$ cat src/rtl/uart_fifo_ctrl_if.sv
// Host-side handshake bundle for uart_fifo_ctrl: TX FIFO write port and
// first-word-fall-through RX FIFO read port.
interface uart_fifo_ctrl_if #(
  parameter int DATA_WIDTH = 8
);
  logic [DATA_WIDTH-1:0] tx_data;
  logic                  tx_valid;
  logic                  tx_ready;
  logic [DATA_WIDTH-1:0] rx_data;
  logic                  rx_valid;
  logic                  rx_ready;

  // Host side: writes characters to send, reads received characters.
  modport master (
    output tx_data, tx_valid, rx_ready,
    input  tx_ready, rx_data, rx_valid
  );

  // Controller side.
  modport slave (
    input  tx_data, tx_valid, rx_ready,
    output tx_ready, rx_data, rx_valid
  );
endinterface

$ cat src/rtl/uart_fifo_ctrl.sv
// UART with TX and RX FIFOs. Frame: start, DATA_WIDTH bits LSB first,
// optional even/odd parity, one or two stop bits. Config is latched per frame.
module uart_fifo_ctrl #(
  parameter int DATA_WIDTH = 8,
  parameter int FIFO_DEPTH = 16,
  parameter int DIV_WIDTH  = 16
) (
  input  logic                         clk,
  input  logic                         rst,
  input  logic [DIV_WIDTH-1:0]         cfg_div,
  input  logic [1:0]                   cfg_parity,
  input  logic                         cfg_stop2,
  uart_fifo_ctrl_if.slave              bus,
  output logic                         tx_out,
  input  logic                         rx_in,
  output logic                         tx_busy,
  output logic [$clog2(FIFO_DEPTH):0]  tx_level,
  output logic [$clog2(FIFO_DEPTH):0]  rx_level,
  output logic                         rx_parity_err,
  output logic                         rx_frame_err,
  output logic                         rx_overrun,
  input  logic                         clear_err
);

  localparam int PW = $clog2(FIFO_DEPTH);
  localparam int LW = PW + 1;
  localparam int BW = $clog2(DATA_WIDTH);

  typedef enum logic [2:0] {S_IDLE, S_START, S_DATA, S_PARITY, S_STOP} state_t;

  // Divisors below 4 leave too little room for the mid-bit sample.
  logic [DIV_WIDTH-1:0] w_div_eff;
  assign w_div_eff = (cfg_div < DIV_WIDTH'(4)) ? DIV_WIDTH'(4) : cfg_div;

  // ---------------- TX FIFO ----------------
  logic [DATA_WIDTH-1:0] r_tx_mem [FIFO_DEPTH];
  logic [PW-1:0]         r_tx_wptr, r_tx_rptr;
  logic [LW-1:0]         r_tx_level;
  logic                  r_tx_en;
  logic                  w_tx_push, w_tx_pop;
  logic [DATA_WIDTH-1:0] w_tx_head;
  state_t                r_tx_state;

  assign bus.tx_ready = r_tx_en && (r_tx_level < LW'(FIFO_DEPTH));
  assign w_tx_push    = bus.tx_valid && bus.tx_ready;
  assign w_tx_pop     = (r_tx_state == S_IDLE) && (r_tx_level != '0);
  assign w_tx_head    = r_tx_mem[r_tx_rptr];
  assign tx_level     = r_tx_level;

  // TX storage write; contents need no reset, occupancy is tracked separately.
  always_ff @(posedge clk) begin
    if (rst && w_tx_push) r_tx_mem[r_tx_wptr] <= bus.tx_data;
  end

  // TX pointers and level; tx_ready held low until the cycle after reset.
  always_ff @(posedge clk) begin
    if (!rst) begin
      r_tx_wptr  <= '0;
      r_tx_rptr  <= '0;
      r_tx_level <= '0;
      r_tx_en    <= 1'b0;
    end else begin
      r_tx_en <= 1'b1;
      if (w_tx_push) r_tx_wptr <= r_tx_wptr + PW'(1);
      if (w_tx_pop)  r_tx_rptr <= r_tx_rptr + PW'(1);
      case ({w_tx_push, w_tx_pop})
        2'b10:   r_tx_level <= r_tx_level + LW'(1);
        2'b01:   r_tx_level <= r_tx_level - LW'(1);
        default: r_tx_level <= r_tx_level;
      endcase
    end
  end

  // ---------------- TX FSM ----------------
  logic [DIV_WIDTH-1:0]  r_tx_cnt, r_tx_div;
  logic [1:0]            r_tx_par;
  logic                  r_tx_stop2, r_tx_pbit, r_tx_second;
  logic [DATA_WIDTH-1:0] r_tx_shift;
  logic [BW-1:0]         r_tx_bit;
  logic                  r_tx_out, r_tx_busy;
  logic                  w_tx_bit_end, w_tx_par_en;

  assign w_tx_bit_end = (r_tx_cnt == r_tx_div - DIV_WIDTH'(1));
  assign w_tx_par_en  = r_tx_par[0] ^ r_tx_par[1];
  assign tx_out       = r_tx_out;
  assign tx_busy      = r_tx_busy;

  // Transmit sequencer; tx_out/tx_busy are registered alongside the state.
  always_ff @(posedge clk) begin
    if (!rst) begin
      r_tx_state  <= S_IDLE;
      r_tx_cnt    <= '0;
      r_tx_div    <= DIV_WIDTH'(4);
      r_tx_par    <= 2'b00;
      r_tx_stop2  <= 1'b0;
      r_tx_pbit   <= 1'b0;
      r_tx_second <= 1'b0;
      r_tx_shift  <= '0;
      r_tx_bit    <= '0;
      r_tx_out    <= 1'b1;
      r_tx_busy   <= 1'b0;
    end else begin
      case (r_tx_state)
        S_IDLE: begin
          r_tx_out  <= 1'b1;
          r_tx_busy <= 1'b0;
          if (w_tx_pop) begin
            r_tx_shift <= w_tx_head;
            r_tx_pbit  <= (^w_tx_head) ^ (cfg_parity == 2'b10);
            r_tx_div   <= w_div_eff;
            r_tx_par   <= cfg_parity;
            r_tx_stop2 <= cfg_stop2;
            r_tx_cnt   <= '0;
            r_tx_out   <= 1'b0;
            r_tx_busy  <= 1'b1;
            r_tx_state <= S_START;
          end
        end
        S_START: begin
          if (w_tx_bit_end) begin
            r_tx_cnt   <= '0;
            r_tx_out   <= r_tx_shift[0];
            r_tx_shift <= r_tx_shift >> 1;
            r_tx_bit   <= '0;
            r_tx_state <= S_DATA;
          end else begin
            r_tx_cnt <= r_tx_cnt + DIV_WIDTH'(1);
          end
        end
        S_DATA: begin
          if (w_tx_bit_end) begin
            r_tx_cnt <= '0;
            if (r_tx_bit == BW'(DATA_WIDTH - 1)) begin
              if (w_tx_par_en) begin
                r_tx_out   <= r_tx_pbit;
                r_tx_state <= S_PARITY;
              end else begin
                r_tx_out    <= 1'b1;
                r_tx_second <= 1'b0;
                r_tx_state  <= S_STOP;
              end
            end else begin
              r_tx_bit   <= r_tx_bit + BW'(1);
              r_tx_out   <= r_tx_shift[0];
              r_tx_shift <= r_tx_shift >> 1;
            end
          end else begin
            r_tx_cnt <= r_tx_cnt + DIV_WIDTH'(1);
          end
        end
        S_PARITY: begin
          if (w_tx_bit_end) begin
            r_tx_cnt    <= '0;
            r_tx_out    <= 1'b1;
            r_tx_second <= 1'b0;
            r_tx_state  <= S_STOP;
          end else begin
            r_tx_cnt <= r_tx_cnt + DIV_WIDTH'(1);
          end
        end
        S_STOP: begin
          if (w_tx_bit_end) begin
            r_tx_cnt <= '0;
            if (r_tx_stop2 && !r_tx_second) begin
              r_tx_second <= 1'b1;
            end else begin
              r_tx_busy  <= 1'b0;
              r_tx_state <= S_IDLE;
            end
          end else begin
            r_tx_cnt <= r_tx_cnt + DIV_WIDTH'(1);
          end
        end
        default: r_tx_state <= S_IDLE;
      endcase
    end
  end

  // ---------------- RX synchroniser ----------------
  logic r_rx_sync1, r_rx_sync2;
  logic w_rx_line;
  assign w_rx_line = r_rx_sync2;

  // Two-flop synchroniser; idles high so reset never looks like a start bit.
  always_ff @(posedge clk) begin
    if (!rst) begin
      r_rx_sync1 <= 1'b1;
      r_rx_sync2 <= 1'b1;
    end else begin
      r_rx_sync1 <= rx_in;
      r_rx_sync2 <= r_rx_sync1;
    end
  end

  // ---------------- RX FSM ----------------
  state_t                r_rx_state;
  logic [DIV_WIDTH-1:0]  r_rx_cnt, r_rx_div;
  logic [1:0]            r_rx_par;
  logic [DATA_WIDTH-1:0] r_rx_shift;
  logic [BW-1:0]         r_rx_bit;
  logic                  r_rx_done;
  logic                  w_rx_bit_end, w_rx_half_end, w_rx_par_en, w_rx_par_bad;
  logic                  w_rx_push;

  assign w_rx_bit_end  = (r_rx_cnt == r_rx_div - DIV_WIDTH'(1));
  assign w_rx_half_end = (r_rx_cnt == (r_rx_div >> 1) - DIV_WIDTH'(1));
  assign w_rx_par_en   = r_rx_par[0] ^ r_rx_par[1];
  assign w_rx_par_bad  = w_rx_line ^ (^r_rx_shift) ^ (r_rx_par == 2'b10);
  // The character is delivered at the first stop-bit sample regardless of errors.
  assign w_rx_push     = (r_rx_state == S_STOP) && !r_rx_done && w_rx_bit_end;

  // Receive sequencer: mid-start check, then one sample every div clocks.
  always_ff @(posedge clk) begin
    if (!rst) begin
      r_rx_state <= S_IDLE;
      r_rx_cnt   <= '0;
      r_rx_div   <= DIV_WIDTH'(4);
      r_rx_par   <= 2'b00;
      r_rx_shift <= '0;
      r_rx_bit   <= '0;
      r_rx_done  <= 1'b0;
    end else begin
      case (r_rx_state)
        S_IDLE: begin
          if (!w_rx_line) begin
            r_rx_cnt   <= '0;
            r_rx_div   <= w_div_eff;
            r_rx_par   <= cfg_parity;
            r_rx_state <= S_START;
          end
        end
        S_START: begin
          if (w_rx_half_end) begin
            r_rx_cnt <= '0;
            r_rx_bit <= '0;
            // A line already back high at mid-start was only a glitch.
            r_rx_state <= w_rx_line ? S_IDLE : S_DATA;
          end else begin
            r_rx_cnt <= r_rx_cnt + DIV_WIDTH'(1);
          end
        end
        S_DATA: begin
          if (w_rx_bit_end) begin
            r_rx_cnt   <= '0;
            r_rx_shift <= {w_rx_line, r_rx_shift[DATA_WIDTH-1:1]};
            if (r_rx_bit == BW'(DATA_WIDTH - 1)) begin
              r_rx_done  <= 1'b0;
              r_rx_state <= w_rx_par_en ? S_PARITY : S_STOP;
            end else begin
              r_rx_bit <= r_rx_bit + BW'(1);
            end
          end else begin
            r_rx_cnt <= r_rx_cnt + DIV_WIDTH'(1);
          end
        end
        S_PARITY: begin
          if (w_rx_bit_end) begin
            r_rx_cnt   <= '0;
            r_rx_done  <= 1'b0;
            r_rx_state <= S_STOP;
          end else begin
            r_rx_cnt <= r_rx_cnt + DIV_WIDTH'(1);
          end
        end
        S_STOP: begin
          // After the stop sample, wait for an idle line so a break is one frame.
          if (r_rx_done) begin
            if (w_rx_line) r_rx_state <= S_IDLE;
          end else if (w_rx_bit_end) begin
            r_rx_cnt  <= '0;
            r_rx_done <= 1'b1;
            if (w_rx_line) r_rx_state <= S_IDLE;
          end else begin
            r_rx_cnt <= r_rx_cnt + DIV_WIDTH'(1);
          end
        end
        default: r_rx_state <= S_IDLE;
      endcase
    end
  end

  // ---------------- RX FIFO ----------------
  logic [DATA_WIDTH-1:0] r_rx_mem [FIFO_DEPTH];
  logic [PW-1:0]         r_rx_wptr, r_rx_rptr;
  logic [LW-1:0]         r_rx_level;
  logic                  w_rx_pop, w_rx_full, w_rx_write;

  assign bus.rx_valid = (r_rx_level != '0);
  assign bus.rx_data  = r_rx_mem[r_rx_rptr];
  assign w_rx_pop     = bus.rx_valid && bus.rx_ready;
  assign w_rx_full    = (r_rx_level == LW'(FIFO_DEPTH));
  // A simultaneous pop frees the slot, so a full FIFO still accepts the push.
  assign w_rx_write   = w_rx_push && (!w_rx_full || w_rx_pop);
  assign rx_level     = r_rx_level;

  // RX storage write.
  always_ff @(posedge clk) begin
    if (rst && w_rx_write) r_rx_mem[r_rx_wptr] <= r_rx_shift;
  end

  // RX pointers and level.
  always_ff @(posedge clk) begin
    if (!rst) begin
      r_rx_wptr  <= '0;
      r_rx_rptr  <= '0;
      r_rx_level <= '0;
    end else begin
      if (w_rx_write) r_rx_wptr <= r_rx_wptr + PW'(1);
      if (w_rx_pop)   r_rx_rptr <= r_rx_rptr + PW'(1);
      case ({w_rx_write, w_rx_pop})
        2'b10:   r_rx_level <= r_rx_level + LW'(1);
        2'b01:   r_rx_level <= r_rx_level - LW'(1);
        default: r_rx_level <= r_rx_level;
      endcase
    end
  end

  // Sticky error flags; clear_err wins over a set in the same cycle.
  always_ff @(posedge clk) begin
    if (!rst || clear_err) begin
      rx_parity_err <= 1'b0;
      rx_frame_err  <= 1'b0;
      rx_overrun    <= 1'b0;
    end else begin
      if ((r_rx_state == S_PARITY) && w_rx_bit_end && w_rx_par_bad) rx_parity_err <= 1'b1;
      if (w_rx_push && !w_rx_line)                                 rx_frame_err  <= 1'b1;
      if (w_rx_push && w_rx_full && !w_rx_pop)                     rx_overrun    <= 1'b1;
    end
  end

endmodule

$ cat src/flat_wrapper.sv
// flat-port wrapper written by rule: the top's interface ports become plain ports
module uart_fifo_ctrl_flat 
#(
  parameter int DATA_WIDTH = 8,
  parameter int FIFO_DEPTH = 16,
  parameter int DIV_WIDTH  = 16
)
  (clk, rst, cfg_div, cfg_parity, cfg_stop2, tx_out, rx_in, tx_busy, tx_level, rx_level, rx_parity_err, rx_frame_err, rx_overrun, clear_err, bus_tx_data, bus_tx_valid, bus_rx_ready, bus_tx_ready, bus_rx_data, bus_rx_valid);
  uart_fifo_ctrl_if #(.DATA_WIDTH(DATA_WIDTH)) bus_i ();
  input  logic clk;
  input  logic rst;
  input  logic [DIV_WIDTH-1:0] cfg_div;
  input  logic [1:0] cfg_parity;
  input  logic cfg_stop2;
  output logic tx_out;
  input  logic rx_in;
  output logic tx_busy;
  output logic [$clog2(FIFO_DEPTH):0] tx_level;
  output logic [$clog2(FIFO_DEPTH):0] rx_level;
  output logic rx_parity_err;
  output logic rx_frame_err;
  output logic rx_overrun;
  input  logic clear_err;
  input wire logic [$bits(bus_i.tx_data)-1:0] bus_tx_data;
  input wire logic [$bits(bus_i.tx_valid)-1:0] bus_tx_valid;
  input wire logic [$bits(bus_i.rx_ready)-1:0] bus_rx_ready;
  output wire logic [$bits(bus_i.tx_ready)-1:0] bus_tx_ready;
  output wire logic [$bits(bus_i.rx_data)-1:0] bus_rx_data;
  output wire logic [$bits(bus_i.rx_valid)-1:0] bus_rx_valid;
  assign bus_i.tx_data = bus_tx_data;
  assign bus_i.tx_valid = bus_tx_valid;
  assign bus_i.rx_ready = bus_rx_ready;
  assign bus_tx_ready = bus_i.tx_ready;
  assign bus_rx_data = bus_i.rx_data;
  assign bus_rx_valid = bus_i.rx_valid;
  uart_fifo_ctrl #(.DATA_WIDTH(DATA_WIDTH), .FIFO_DEPTH(FIFO_DEPTH), .DIV_WIDTH(DIV_WIDTH)) u_core (.clk(clk), .rst(rst), .cfg_div(cfg_div), .cfg_parity(cfg_parity), .cfg_stop2(cfg_stop2), .bus(bus_i), .tx_out(tx_out), .rx_in(rx_in), .tx_busy(tx_busy), .tx_level(tx_level), .rx_level(rx_level), .rx_parity_err(rx_parity_err), .rx_frame_err(rx_frame_err), .rx_overrun(rx_overrun), .clear_err(clear_err));
endmodule
$ cat config.mk
export PLATFORM = sky130hd
export DESIGN_NAME = uart_fifo_ctrl_flat
export DESIGN_NICKNAME = d
export VERILOG_FILES = /design/src/rtl/uart_fifo_ctrl_if.sv /design/src/rtl/uart_fifo_ctrl.sv /design/src/flat_wrapper.sv
export SDC_FILE = /design/constraint.sdc
export NUM_CORES = 1
export LEC_CHECK = 0
export BUFFER_PORTS_ARGS = -buffer_cell sky130_fd_sc_hd__buf_2
export CAP_MARGIN = 20
export CORE_MARGIN = 4
export CORE_UTILIZATION = 30
export DETAILED_ROUTE_END_ITERATION = 10
export PLACE_DENSITY = 0.42
export SYNTH_ARGS = -nofsm -noshare
export SYNTH_HDL_FRONTEND = slang
export SYNTH_SLANG_ARGS = --single-unit
$ cat constraint.sdc
create_clock -name clk -period 11 [get_ports clk]
set_input_delay 0.55 -clock clk [delete_from_list [all_inputs] [get_ports clk]]
set_output_delay 0.55 -clock clk [all_outputs]
set_load 0.1 [all_outputs]
## After elaboration in Yosys (flattened, before gate mapping)

Memories as Yosys holds them, arrays and structs flattened. A register that Yosys moved wholly into a read port is not among the register bits.
Cells that the tools add are included.

| word-level totals | value |
|---|---|
| RAM bits | 256 |
| output and inout bits | 25 |
| word-level logic and storage cells | 226 |
| memories | 2 |
| register bits after elaboration | 134 |
| input bits | 33 |

Memories:

| memory | depth | bits a word | rd ports | clocked after Yosys merged registers in | write ports | RTL line | source |
|---|---|---|---|---|---|---|---|
| u_core.r_rx_mem | 16 | 8 | 1 | 1 | 1 | uart_fifo_ctrl.sv:283 | `logic [DATA_WIDTH-1:0] r_rx_mem [FIFO_DEPTH];` |
| u_core.r_tx_mem | 16 | 8 | 1 | 1 | 1 | uart_fifo_ctrl.sv:36 | `logic [DATA_WIDTH-1:0] r_tx_mem [FIFO_DEPTH];` |

| cells by class | value |
|---|---|
| bitwise gates (word level) | 6 |
| $lt $le $gt $ge | 2 |
| reduce and logical (&&, ||, !) cells | 56 |
| eq/ne operators | 38 |
| multiplexer cells | 77 |
| $add $sub $neg | 15 |

Operators with widths:

| kind | number |
|---|---|
| $mux 16 | 7 |
| $mux 3 | 23 |
| $pmux 16 s4 | 1 |
| $eq 16x16->1 | 3 |
| $add 16x1->16 const B | 2 |
| $mux 8 | 4 |
| $pmux 16 s2 | 1 |
| $sub 16x1->16 const B | 2 |
| $pmux 3 s5 | 2 |
| $mux 1 | 25 |
| $pmux 8 s3 | 1 |
| $ne 2x1->1 const B | 11 |
| $pmux 5 s2 | 2 |
| $add 4x1->4 const B | 4 |
| $lt 16x3->1 const B | 1 |
| $mux 4 | 4 |
| $reduce_and 4->1 | 4 |
| $reduce_xor 8->1 | 2 |
| $sub 15x1->16 const B | 1 |
| $logic_and 1x1->1 | 15 |
| $reduce_and 7->1 | 2 |
| $eq 3x2->1 const B | 4 |
| $eq 3x3->1 const B | 4 |
| $ne 2x2->1 const B | 6 |
| other kinds (29) | 63 |

## Logic depth before layout (Yosys ltp)

| depth | value |
|---|---|
| depth after elaboration | 7 |
| depth in mapped cells | 19 |
| gate-level depth less buffers | 17 |

## Least setup slack after synthesis

No wires, ideal clock.

| path | value |
|---|---|
| path type | flip-flop to flip-flop |
| start | reg u_core.r_tx_level[4] (netlist: u_core.tx_level[4]) |
| end | reg u_core.r_tx_level[4] (netlist: u_core.tx_level[4]) |
| arrival | 4.059 ns |
| path slack | 6.871 ns |
| buffers on the path | 1 |
| clock period less this slack | 4.129 ns |
| required time | 10.930 ns |
| stages on the path, launching flop included | 14 |
| library setup time | 0.070 ns |
| path through | dfxtp_1 -> nor2b_1 -> and2_1 -> clkbuf_1 -> inv_1 -> ha_1 -> inv_1 -> fa_1 -> inv_1 -> a21o_1 -> a21oi_1 -> xnor2_1 -> or3_1 -> a21oi_1 |

| on the way | value |
|---|---|
| longest elaborated chain between the ends | 5 |
| elaborated cells between the ends (all ways) | 11 |
| those cells by class | add/sub: 2; order compare: 1; eq/ne: 2; mux: 1; reduce/logical: 5 |

Ends and longest elaborated chain:

| item | RTL line | source |
|---|---|---|
| start: declaration | uart_fifo_ctrl.sv:38 | `logic [LW-1:0] r_tx_level;` |
| start signal: assignment | uart_fifo_ctrl.sv:67 | `2'b10: r_tx_level <= r_tx_level + LW'(1);` |
| start signal: assignment | uart_fifo_ctrl.sv:68 | `2'b01: r_tx_level <= r_tx_level - LW'(1);` |
| start signal: assignment | uart_fifo_ctrl.sv:69 | `default: r_tx_level <= r_tx_level;` |
| $lt 5x5->1 * | uart_fifo_ctrl.sv:44 | `assign bus.tx_ready = r_tx_en && (r_tx_level < LW'(FIFO_DEPTH));` |
| $logic_and 1x1->1 * | uart_fifo_ctrl.sv:44 |  |
| via bus_tx_ready | flat_wrapper.sv:27 | `output wire logic [$bits(bus_i.tx_ready)-1:0] bus_tx_ready;` |
| $logic_and 1x1->1 * | uart_fifo_ctrl.sv:45 | `assign w_tx_push = bus.tx_valid && bus.tx_ready;` |
| $eq 2x1->1 / $eq 2x2->1 (equally long branches) | uart_fifo_ctrl.sv:66 | `case ({w_tx_push, w_tx_pop})` |
| $pmux 5 s2 / $reduce_bool 2->1 (equally long branches) | - |  |

Mark *: on every way through the listed nets, which the timed path passes. The rest lies on a longest branch.
A chain may end at the register's enable or synchronous reset.

## Worst setup path in the final report

| path | value |
|---|---|
| start | reg u_core.r_rx_div[1] |
| end | mem u_core.r_rx_mem[7][2] (enable) |

| on the way | value |
|---|---|
| longest elaborated chain between the ends | 7 |

Ends and longest elaborated chain:

| item | RTL line | source |
|---|---|---|
| start: declaration | uart_fifo_ctrl.sv:197 | `logic [DIV_WIDTH-1:0] r_rx_cnt, r_rx_div;` |
| start signal: assignment | uart_fifo_ctrl.sv:227 | `r_rx_div <= w_div_eff;` |
| $sub 16x1->16 | uart_fifo_ctrl.sv:205 | `assign w_rx_bit_end = (r_rx_cnt == r_rx_div - DIV_WIDTH'(1));` |
| $eq 16x16->1 | uart_fifo_ctrl.sv:205 |  |
| $logic_and 1x1->1 | uart_fifo_ctrl.sv:210 | `assign w_rx_push = (r_rx_state == S_STOP) && !r_rx_done && w_rx_bit_end;` |
| $logic_and 1x1->1 | uart_fifo_ctrl.sv:293 | `assign w_rx_write = w_rx_push && (!w_rx_full \|\| w_rx_pop);` |
| $logic_and 1x1->1 | uart_fifo_ctrl.sv:298 | `if (rst && w_rx_write) r_rx_mem[r_rx_wptr] <= r_rx_shift;` |
| $mux 1 | uart_fifo_ctrl.sv:298 |  |
| $mux 1 (not written as such) | uart_fifo_ctrl.sv:298 |  |
| end: declaration | uart_fifo_ctrl.sv:283 |  |

No other way between the ends.

==> results.md <==
- The flow ran to the end, and the final reports show no timing, DRC or antenna violations.
- The number of gates resized after cts is 0.
- Once detailed placement completed, the half-perimeter wirelength came to 30500 um.
- The first-pass iteration count of the detailed router is 5.
- Counting both buffers and inverters, the worst setup path holds a total of 2.
- Entering global routing, the biggest net connects 49 pins.
- In this run the cell area measured after placement is 19310 um^2.
- At the later pin of the worst-skew pair, clock insertion delay measures 0.59 ns.
- After floorplanning, the core was divided into 90 placement rows.
- The maximum clock skew at final layout is 0.02701 ns.
- The count of vias placed by the detailed router is 11720.
- The fraction of layout cells with a size suffix above 1 is 0.1643.
- Measured against its own limit, the worst slew margin works out to 0.2716.
- The ratio of final minimum period to clock period is 0.4079.
- The routed wire length is 44920 um.
- The cell family contributing the most delay on the critical path is simple AND/OR/NAND/NOR gates.
- Walking the worst path, the cells encountered are inv_1 -> ha_1 -> nor4bb_1 -> o221ai_1 -> a311oi_1 -> o21ai_1 -> or4_4 -> nor3b_2 -> nand2_1 -> nor3_1 -> buf_2.
- IR analysis of the VDD net gives a maximum drop of 186.8 uV.
- The static leakage is about 0.0069 uW.
- The endpoint arrival time on the critical path is 4.75 ns.
- The worst-path maximum fanout is 15.
- The starting density of the core is 0.3034.
- The worst-path cell with the longest stage delay is nor3b_2.
- Input and output buffers added on the ports amount to 57.
- The global-route wire length before repair is 69920 um.
- The number of pins exceeding their max-slew limit in the final report is 0.
- The classification of the worst setup path is reg2reg.
- The overall track demand over capacity in global routing is 0.1378.
- The finished cells cover 20830 um^2.
- After detailed routing, the number of vias per cell comes to 5.003.
- The worst setup path is launched from a flop.
- The setup TNS is 0 ns.
- The clock-pin slew of the registers on the worst-case setup and hold paths is approximately 0.06 ns.
- CTS built an H-tree with a depth of 2.
- The cell count after synthesis came out at ~1500.
- For the finished layout, the period the worst path requires is 4.486 ns.
- The setup fix buffers added after clock tree synthesis is 0.
- The post-synthesis average cell area is approximately 12 um^2.
- Setup violations remaining at the end of the flow were counted as 0.
- The master cell of the clock root buffer is clkbuf_16.
- The share of the Yosys chip area taken by registers is 0.5751.
- At the end of the flow, the number of nets in the layout was 1586.
- For this design, the sink count on the clock tree is 398.
- The number of flops mapped to enable cells by yosys is roughly 260.
- The number of remaining DRC errors is 0.
- The required time of the worst setup path is 11.26 ns.
- The residual overflow from global routing is 0.
- On the worst path, the slowest cell contributes a delay of 0.72 ns.
- After synthesis, the netlist uses 84 different library cells.
- The final weighted congestion of routability-driven global placement is 0.8113.
- TritonCTS built the clock tree.
- Counting along the longest clock path gives a buffer depth of 3.
- After synthesis, the cell types taking the most area are edfxtp_1, dfxtp_1, mux4_2, xnor2_1, nand2_1.
- The most area-hungry cell type in the Yosys netlist is edfxtp_1.
- The number of DRC markers after the initial detailed-route iteration is a little over 700.
- The area growth from synthesis to layout is 13.78%.
- For the pin with the worst max-slew slack, the measured transition is between 1 and 1.5 ns.
- The post-detailed-route wirelength per cell is approximately 19 um.
- The number of global-route vias before repair came to 11570.
- The number of buffers inserted during clock tree synthesis is 45.
- The maximum operating frequency is between 0.2 and 0.25 GHz.
- Of the post-synthesis cell area, the dominant cell type holds 0.4198.
- The kind of capture point of the worst setup path is a flop.
- When the netlist entered floorplanning its net count stood at 1557.
- The core region is 60360 um^2.
- The final antenna-violating net count is 0.
- The async set or reset register ratio after synthesis is 0.
- The path class of the tightest hold or removal check is in2reg.
- Synthesis inferred 398 register bits.
- The floorplan step set the die width to between 200 and 300 um.
- Setup repair after global routing left no endpoint under its margin.
- The die area is approximately 65000 um^2.
- Pin placement for this block handled 58 I/O pins.
- The power per cell area is 199.7 nW/um^2.
- The most common flop cell mapped by yosys is edfxtp_1.
- The max-cap check violation count is 0.
- The final count of hold timing violations is 0.
- Measured along the y axis, the die boundary spans 255.1 um.
- In this run the cell area of the synthesized design comes to 18310 um^2.
- The count of hold buffers inserted by post-cts repair is 0.
- The Yosys step of the flow raised 0 warnings.
- The initial antenna violation count is 2.
==> sequential cells by signal, indices dropped and copies added (netlist names), 2 cells and up, named ones only <==
| name | flops |
|---|---|
| u_core.r_tx_rptr | 4 |
| u_core.r_tx_div | 16 |
| u_core.r_tx_wptr | 4 |
| u_core.r_tx_mem | 128 |
| u_core.r_rx_rptr | 4 |
| u_core.r_tx_par | 2 |
| u_core.r_tx_state | 3 |
| u_core.r_rx_div | 16 |
| u_core.r_rx_wptr | 4 |
| u_core.rx_level | 5 |
| u_core.r_tx_shift | 8 |
| u_core.r_rx_state | 3 |
| u_core.r_rx_par | 2 |
| u_core.r_rx_bit | 3 |
| u_core.r_rx_shift | 8 |
| u_core.r_rx_mem | 128 |
| u_core.tx_level | 5 |
| u_core.r_rx_cnt | 16 |
| u_core.r_tx_bit | 3 |
| u_core.r_tx_cnt | 16 |
==> routing by layer <==
layer	wire, um	up-vias	global-route usage
met3	1495	55	0.02175
met1	21180	5824	0.1922
li1	-	5644	-
met2	21330	195	0.2269
met5	0	-	0
met4	915	0	0.03429
==> metrics by stage <==
step	setup WS [ns]	util	std cells	total power [uW]	hold WS (ns)
2_1_floorplan	6.871	-	1495	2463	0.3863
3_3_place_gp	6.206	0.3200	2255	2685	0.4493
3_5_place_dp	6.170	0.3200	2255	2691	0.4549
4_1_cts	6.142	0.3447	2336	4229	0.1394
5_1_grt	6.117	0.3451	2342	4396	0.1552
6_report	6.514	0.3451	2342	4161	0.1685
==> final timing paths <==
| check | from | to | slack (ns) | cells past startpoint |
|---|---|---|---|---|
| max reg2reg | u_core.r_rx_div[1] | u_core.r_rx_mem[7][2] | 6.51 | 11 |
| min | rx_in | u_core.r_rx_sync1 | 0.17 | 2 |
| min reg2reg | u_core.r_tx_pbit | u_core.r_tx_pbit | 0.46 | 2 |
| max | u_core.r_rx_div[1] | u_core.r_rx_mem[7][2] | 6.51 | 11 |
==> cells in the final DEF (no fill, tap or decap), types with 29 or more instances in the layout <==
cell and count:
a21oi_1 71, buf_2 60, clkbuf_16 45, dfxtp_1 140, edfxtp_1 256, inv_1 39, mux4_2 76, nand2_1 161
nand3_1 38, nand4_1 29, nor2_1 115, nor3_1 30, o21ai_0 36, xnor2_1 72, xor2_1 33
==> area by class of cell <==
type | count | area [um^2]
inverters | 42 | 157.7
multi-input cells | 961 | 7247
flip-flops and latches | 398 | 10530
repair buffers | 76 | 420.4
well taps | 782 | 978.4
diodes | 2 | 5.005
clock buffers | 57 | 1201
fillers | 5907 | 39530
clock inverters | 24 | 290.3
==> logic make-up after synthesis <==
logic type	share of synthesized area
AOI/OAI and AO/OA	0.08227
xor gates and xnor gates	0.05146
adders and majority gates	0.02064
buffers and inverters	0.03075
DFF	0.5751
muxes	0.1028
and+or+nand+nor	0.1370
==> where the power goes <==
group          internal [uW]  switching [uW]  total [uW]  leakage (uW)
logic                    353             557         909       0.00271
clock network            896             617        1510      0.000736
registers               1650            89.5        1740       0.00349
total                   2900            1260        4160       0.00693
==> Yosys cell counts, types with 3 or more instances <==
cell	instances
a211oi_1	6
a21o_1	8
a21oi_1	71
a221oi_1	5
a22oi_1	12
a31oi_1	9
a41oi_1	3
and2_1	5
and3_1	20
and4_1	4
buf_1	20
buf_2	12
buf_6	5
clkbuf_1	57
dfxtp_1	142
edfxtp_1	256
ha_1	27
inv_1	40
mux2i_1	17
mux4_2	76
nand2_1	161
nand2b_1	16
nand3_1	38
nand4_1	29
nor2_1	115
nor2b_1	13
nor3_1	34
nor3b_1	3
nor4_1	13
nor4_2	3
o2111ai_1	3
o211ai_1	24
o21ai_0	37
o21ai_1	5
o22ai_1	8
o311a_1	3
o31a_1	3
or2_2	5
or3_1	10
or4_1	15
xnor2_1	72
xor2_1	33
Note: power is estimated with default switching activity, not from simulation.
